## src/rtl/ssb_modulator_if.sv

```systemverilog
// SSB modulator sample/result bus.
// The overrun flag exists only when SSB_MOD_OVERRUN_EN is defined.
interface ssb_modulator_if;
    logic [11:0] data_in;
    logic        data_in_valid;
    logic        busy;
    logic [11:0] data_out_i;
    logic [11:0] data_out_q;
    logic        data_out_valid;
`ifdef SSB_MOD_OVERRUN_EN
    logic        overrun;

    modport master (
        output data_in, data_in_valid,
        input  busy, data_out_i, data_out_q, data_out_valid, overrun
    );
    modport slave (
        input  data_in, data_in_valid,
        output busy, data_out_i, data_out_q, data_out_valid, overrun
    );
`else
    modport master (
        output data_in, data_in_valid,
        input  busy, data_out_i, data_out_q, data_out_valid
    );
    modport slave (
        input  data_in, data_in_valid,
        output busy, data_out_i, data_out_q, data_out_valid
    );
`endif
endinterface

```

## src/rtl/ssb_modulator.sv

```systemverilog
// SSB modulator: 7-tap Hilbert FIR (4 nonzero Q8 taps) on a serial MAC,
// one sample per 6 clocks. I is the audio delayed by 3 samples to match
// the Hilbert group delay; Q is the filtered audio, sign set by add_sub.
// Optional sticky overrun flag when SSB_MOD_OVERRUN_EN is defined.
module ssb_modulator #(
    parameter logic add_sub = 1'b1  // 1 = USB, 0 = LSB
) (
    input  logic            clk,
    input  logic            rst,
    ssb_modulator_if.slave  bus
);

    typedef enum logic [1:0] {IDLE, MAC, OUT} state_t;

    state_t             state, state_nxt;
    logic [1:0]         tap;
    logic [6:0][11:0]   hist;       // hist[0] is the newest sample
    logic signed [23:0] acc;
    logic               busy;
    logic               accept;
    logic               out_vld;
    logic [11:0]        out_i, out_q;

    logic signed [11:0] x_sel;
    logic signed [8:0]  coef;
    logic signed [20:0] prod;
    logic signed [15:0] q_sh;
    logic signed [11:0] q_sat, q_fin;

    assign accept = bus.data_in_valid && !busy;

    // State register
    always_ff @(posedge clk or posedge rst) begin
        if (rst) state <= IDLE;
        else     state <= state_nxt;
    end

    // Next-state: IDLE -> MAC (4 taps) -> OUT -> IDLE
    always_comb begin
        state_nxt = state;
        case (state)
            IDLE:    if (accept) state_nxt = MAC;
            MAC:     if (tap == 2'd3) state_nxt = OUT;
            OUT:     state_nxt = IDLE;
            default: state_nxt = IDLE;
        endcase
    end

    // FSM outputs: refuse samples whenever a computation is in flight
    always_comb begin
        busy = (state != IDLE);
    end

    // Tap select: only even taps of the Hilbert kernel are nonzero
    always_comb begin
        x_sel = '0;
        coef  = '0;
        case (tap)
            2'd0: begin x_sel = hist[0]; coef = -9'sd54;  end
            2'd1: begin x_sel = hist[2]; coef = -9'sd163; end
            2'd2: begin x_sel = hist[4]; coef =  9'sd163; end
            2'd3: begin x_sel = hist[6]; coef =  9'sd54;  end
            default: ;
        endcase
    end

    assign prod = x_sel * coef;

    // Q8 -> integer (floor), saturate, then apply sideband sign
    always_comb begin
        q_sh = acc[23:8];   // same bits as acc >>> 8
        if (q_sh > 16'sd2047)
            q_sat = 12'sd2047;
        else if (q_sh < -16'sd2048)
            q_sat = -12'sd2048;
        else
            q_sat = q_sh[11:0];

        if (add_sub)
            q_fin = q_sat;
        else if (q_sat == -12'sd2048)
            q_fin = 12'sd2047;   // -(-2048) does not fit; clamp
        else
            q_fin = -q_sat;
    end

    // Datapath: history shift on accept, MAC, output register
    always_ff @(posedge clk or posedge rst) begin
        if (rst) begin
            hist    <= '0;
            acc     <= '0;
            tap     <= '0;
            out_vld <= 1'b0;
            out_i   <= '0;
            out_q   <= '0;
        end else begin
            out_vld <= 1'b0;
            case (state)
                IDLE: if (accept) begin
                    hist <= {hist[5:0], bus.data_in};
                    acc  <= '0;
                    tap  <= '0;
                end
                MAC: begin
                    acc <= acc + 24'(prod);
                    tap <= tap + 2'd1;
                end
                OUT: begin
                    // History is frozen while busy, so hist[3] is the
                    // value it had at accept time.
                    out_i   <= hist[3];
                    out_q   <= q_fin;
                    out_vld <= 1'b1;
                end
                default: ;
            endcase
        end
    end

`ifdef SSB_MOD_OVERRUN_EN
    logic overrun;

    // Sticky: any sample offered while busy is lost
    always_ff @(posedge clk or posedge rst) begin
        if (rst)                           overrun <= 1'b0;
        else if (bus.data_in_valid && busy) overrun <= 1'b1;
    end

    assign bus.overrun = overrun;
`endif

    assign bus.busy           = busy;
    assign bus.data_out_i     = out_i;
    assign bus.data_out_q     = out_q;
    assign bus.data_out_valid = out_vld;

endmodule

```

## src/flat_wrapper.sv

```systemverilog
// flat-port wrapper written by rule: the top's interface ports become plain ports
module ssb_modulator_flat 
#(
    parameter logic add_sub = 1'b1                     
)
  (clk, rst, bus_data_in, bus_data_in_valid, bus_busy, bus_data_out_i, bus_data_out_q, bus_data_out_valid);
  ssb_modulator_if bus_i ();
  input  logic clk;
  input  logic rst;
  input wire logic [$bits(bus_i.data_in)-1:0] bus_data_in;
  input wire logic [$bits(bus_i.data_in_valid)-1:0] bus_data_in_valid;
  output wire logic [$bits(bus_i.busy)-1:0] bus_busy;
  output wire logic [$bits(bus_i.data_out_i)-1:0] bus_data_out_i;
  output wire logic [$bits(bus_i.data_out_q)-1:0] bus_data_out_q;
  output wire logic [$bits(bus_i.data_out_valid)-1:0] bus_data_out_valid;
  assign bus_i.data_in = bus_data_in;
  assign bus_i.data_in_valid = bus_data_in_valid;
  assign bus_busy = bus_i.busy;
  assign bus_data_out_i = bus_i.data_out_i;
  assign bus_data_out_q = bus_i.data_out_q;
  assign bus_data_out_valid = bus_i.data_out_valid;
  ssb_modulator #(.add_sub(add_sub)) u_core (.clk(clk), .rst(rst), .bus(bus_i));
endmodule
```

## config.mk

```make
export PLATFORM = sky130hd
export DESIGN_NAME = ssb_modulator_flat
export DESIGN_NICKNAME = d
export VERILOG_FILES = /design/src/rtl/ssb_modulator_if.sv /design/src/rtl/ssb_modulator.sv /design/src/flat_wrapper.sv
export SDC_FILE = /design/constraint.sdc
export NUM_CORES = 1
export LEC_CHECK = 0
export BUFFER_PORTS_ARGS = -buffer_cell sky130_fd_sc_hd__buf_4
export CAP_MARGIN = 0
export CORE_MARGIN = 2
export CORE_UTILIZATION = 58
export DETAILED_ROUTE_END_ITERATION = 8
export GPL_TIMING_DRIVEN = 0
export PLACE_DENSITY = 0.87
export SYNTH_ARGS = -nofsm -noshare
export SYNTH_HDL_FRONTEND = slang
export SYNTH_SLANG_ARGS = --single-unit
```

## constraint.sdc

```tcl
create_clock -name clk -period 6.8 [get_ports clk]
set_input_delay 0.68 -clock clk [delete_from_list [all_inputs] [get_ports clk]]
set_output_delay 0.68 -clock clk [all_outputs]
set_load 0.02 [all_outputs]
```

==> out/qor.csv <==
stage;metric;value;unit
routing;drt-total-wl;24200;µm
floorplan;start_util;58.8;%
cells_and_area;n_antenna_cell;0;
setup_path;critPathMaxFanout;10;
synthesis;synth_edf_count;0;
floorplan;die_y;138;µm
synthesis;synth_seq_cells;137;
routing;first_pass_iters;7;
clocking;cts_tree;done;
timing;skew;0.0102;ns
timing;tightest_slew;0.831;ns
timing;max-slew-margin-rel;44.6;%
routing;post_drt_wl_per_cell;18.7;µm
synthesis;synth_top_area_share;32.7;%
synthesis;syn-cell-area;10500;µm²
timing;hold_ws;0.313;ns
synthesis;synth_warnings;0;
placement;io_buffer_count;40;
synthesis;seq_area_frac_synth;32.7;%
synthesis;synth_compound_area_share;7.75;%
placement;place_hpwl;17600;µm
global_route;grt_max_degree;78;
cells_and_area;fill_cells;1276;
cells_and_area;syn2layout_area_growth;13.4;%
synthesis;synth_fa_ha_area_share;30.0;%
global_route;grt_overflow;0;
synthesis;synth_cell_types;53;
routing;drt_iter0_drc;721;
cells_and_area;utilization;66.6;%
clocking;cts.sinks;137;
setup_path;critical_path_class;reg -> reg;
synthesis;synth_area_leaders;dfrtp_1, fa_1, mux2_2;
floorplan;die_w;138;µm
job;maxCapViolCount;0;
synthesis;synth_top_family_by_area;adder cells;
synthesis;synthCells;990;
setup_path;crit_path_end_kind;flip-flop;
cells_and_area;drive_gt1_share;20.8;%
synthesis;syn_area_per_cell;10.6;µm²
timing;hold_viol_final;0;
synthesis;synth-simple-area-share;8.80;%
floorplan;row_count;49;
placement;place.gp.congestion;0.944;
setup_path;crit_arrival;6.87;ns
synthesis;synth.area.mux_share;11.4;%
synthesis;synth_xor_area_share;1.50;%
run_status;run_status;finished, final reports clean;
global_route;grt_usage;25.9;%
timing;finalCriticalPeriod;6.58;ns
cells_and_area;regArea;3430;µm²
clocking;cts-hold-fix-buffers;0;
timing;clock.fmax;152;MHz
synthesis;dominantRegCellSynth;dfrtp_1;
floorplan;die_area;19200;µm²
setup_path;cp-start-kind;flip-flop;
clocking;ctsRootBufferMaster;clkbuf_16;
floorplan;ios;41;
cells_and_area;fin_nets;1250;
timing;final.setup.tns;0;ns
floorplan;core_area;17800;µm²
global_route;grt_pass1_vias;7836;
placement;placed_cell_area;11100;µm²
cells_and_area;fin_area;11900;µm²
global_route;antenna_found_initial;0;
routing;vias;7450;
clocking;insertion_delay;0.43;ns
timing;timing.final.crit_share;96.8;%
synthesis;yosysTopAreaCell;dfrtp_1;
synthesis;async_flop_share;100;%
clocking;clockBufferDepth;2;
cells_and_area;multiInputGateArea;6380;µm²
routing;drc;0;
setup_path;worst_ep_required_time;7.09;ns
worst_hold_path;hp-class;in -> async;
clocking;path_clk_slew;0.06;ns
clocking;cts_buffers;17;
timing;report.final.slew_viol_count;0;
routing;drtAntennaViolNets;0;
clocking;htree_levels;4;
timing;finalSetupViolCount;0;
synthesis;syn_nets;1187;
global_route;grt_pass1_wl;39100;µm
routing;viasPerCell;5.76;
-- layout by cell type (no fill, tap or decap), types with 23 or more instances in the layout --
master,netlist,routed
buf_4,0,48
clkbuf_1,33,23
dfrtp_1,137,135
fa_1,116,116
ha_1,66,61
inv_1,179,177
mux2_2,100,100
nand2_1,98,98
nor2_1,50,49
o21ai_0,27,25
-- worst max-delay path: stages, from the launching register on --
cell and delay, ns:
dfrtp_2 0.46, inv_1 0.20, ha_4 0.23, clkbuf_4 0.25, a22oi_1 0.19, a2bb2oi_4 0.28
nand2_1 0.15, fa_1 0.55, inv_1 0.05, fa_1 0.53, inv_1 0.06, fa_1 0.48
inv_1 0.06, fa_1 0.55, inv_1 0.06, fa_1 0.53, inv_1 0.04, ha_1 0.32
nand2_1 0.08, nor3_1 0.05, o21a_1 0.14, o41a_1 0.52, a21oi_1 0.26, o21ai_1 0.13
xnor2_1 0.16, o22ai_1 0.10
-- per-stage QoR --
step | worst slack [ns] | std cells
after floorplan | 0.589 | 990
after global placement | -0.551 | 1259
after detailed placement | -0.596 | 1260
after CTS | 0.0248 | 1288
after global routing | -0.0534 | 1294
final | 0.220 | 1294
-- routing by layer --
metal	vias up	track usage [%]	wire length (µm)
met5	-	0	0
met4	0	10.2	742
met3	58	5.16	1530
met2	279	43.2	12300
met1	3794	33.6	9610
li1	3319	-	-
-- timing repair --
item	in CTS	in global routing
resized for setup	15	36
buffers inserted	0	7
setup endpoints to repair	13	11
pin swaps	1	8
-- cell type report --
| type | instances | share of cell area, % |
|---|---|---|
| multi-input cells | 636 | 53.6 |
| inverters | 179 | 5.69 |
| plain buffers | 34 | 1.28 |
| well taps | 229 | 2.41 |
| clock buffers | 18 | 3.69 |
| clock inverters | 13 | 1.22 |
| flip-flops and latches | 137 | 28.9 |
| repair buffers | 48 | 3.20 |
-- cells by family (layout without fill, tap and decap cells) --
family          Yosys count  after routing
simple gates            207            207
mux                     107            107
compound gates          122            122
buf+inv                 217            292
fa+ha+maj               182            182
flops                   137            137
xor+xnor                 18             18
-- cell usage after synthesis (3+ instances only) --
cell      instances
mux2i_1           7
xor2_1           10
o22ai_1          17
buf_2             3
clkbuf_1         33
nor3_1            6
o21ai_1           5
dfrtp_1         137
nand4_1           4
nor2_1           50
xnor2_1           8
inv_1           179
or2_2             3
o21a_1            4
nand2_1          98
fa_1            116
mux2_2          100
o21ai_0          27
a21o_1           12
a21oi_1          22
nor3b_1           3
and2_1           10
nor2b_1           7
a222oi_1          5
a22oi_1           7
nand2b_1         15
ha_1             66
and3_1            4
-- sequential cells by signal (all words and copies together), names as in the netlist --
| name | cells |
|---|---|
| u_core.hist | 84 |
| u_core.bus.data_out_q | 12 |
| u_core.bus.data_out_valid | 1 |
| u_core.bus.data_out_i | 12 |
| u_core.state | 2 |
| u_core.tap | 2 |
| u_core.acc | 24 |
-- path summary, 6_finish.rpt --
check                      slack [ns]  cells after the start                 startpoint                         to
max in group asynchronous        5.74                      3                        rst            u_core.hist[12]
min                              0.31                      2                        rst            u_core.hist[57]
min in group clk                 0.47                      2  u_core.bus.data_out_q[10]  u_core.bus.data_out_q[10]
max reg2reg                      0.22                     25              u_core.tap[0]             u_core.acc[21]
min reg2reg                      0.47                      2  u_core.bus.data_out_q[10]  u_core.bus.data_out_q[10]
max                              0.22                     25              u_core.tap[0]             u_core.acc[21]
Power is left out: the tool's default activity adds up to more than one toggle a clock period on the data nets, which glitch-free logic cannot reach.
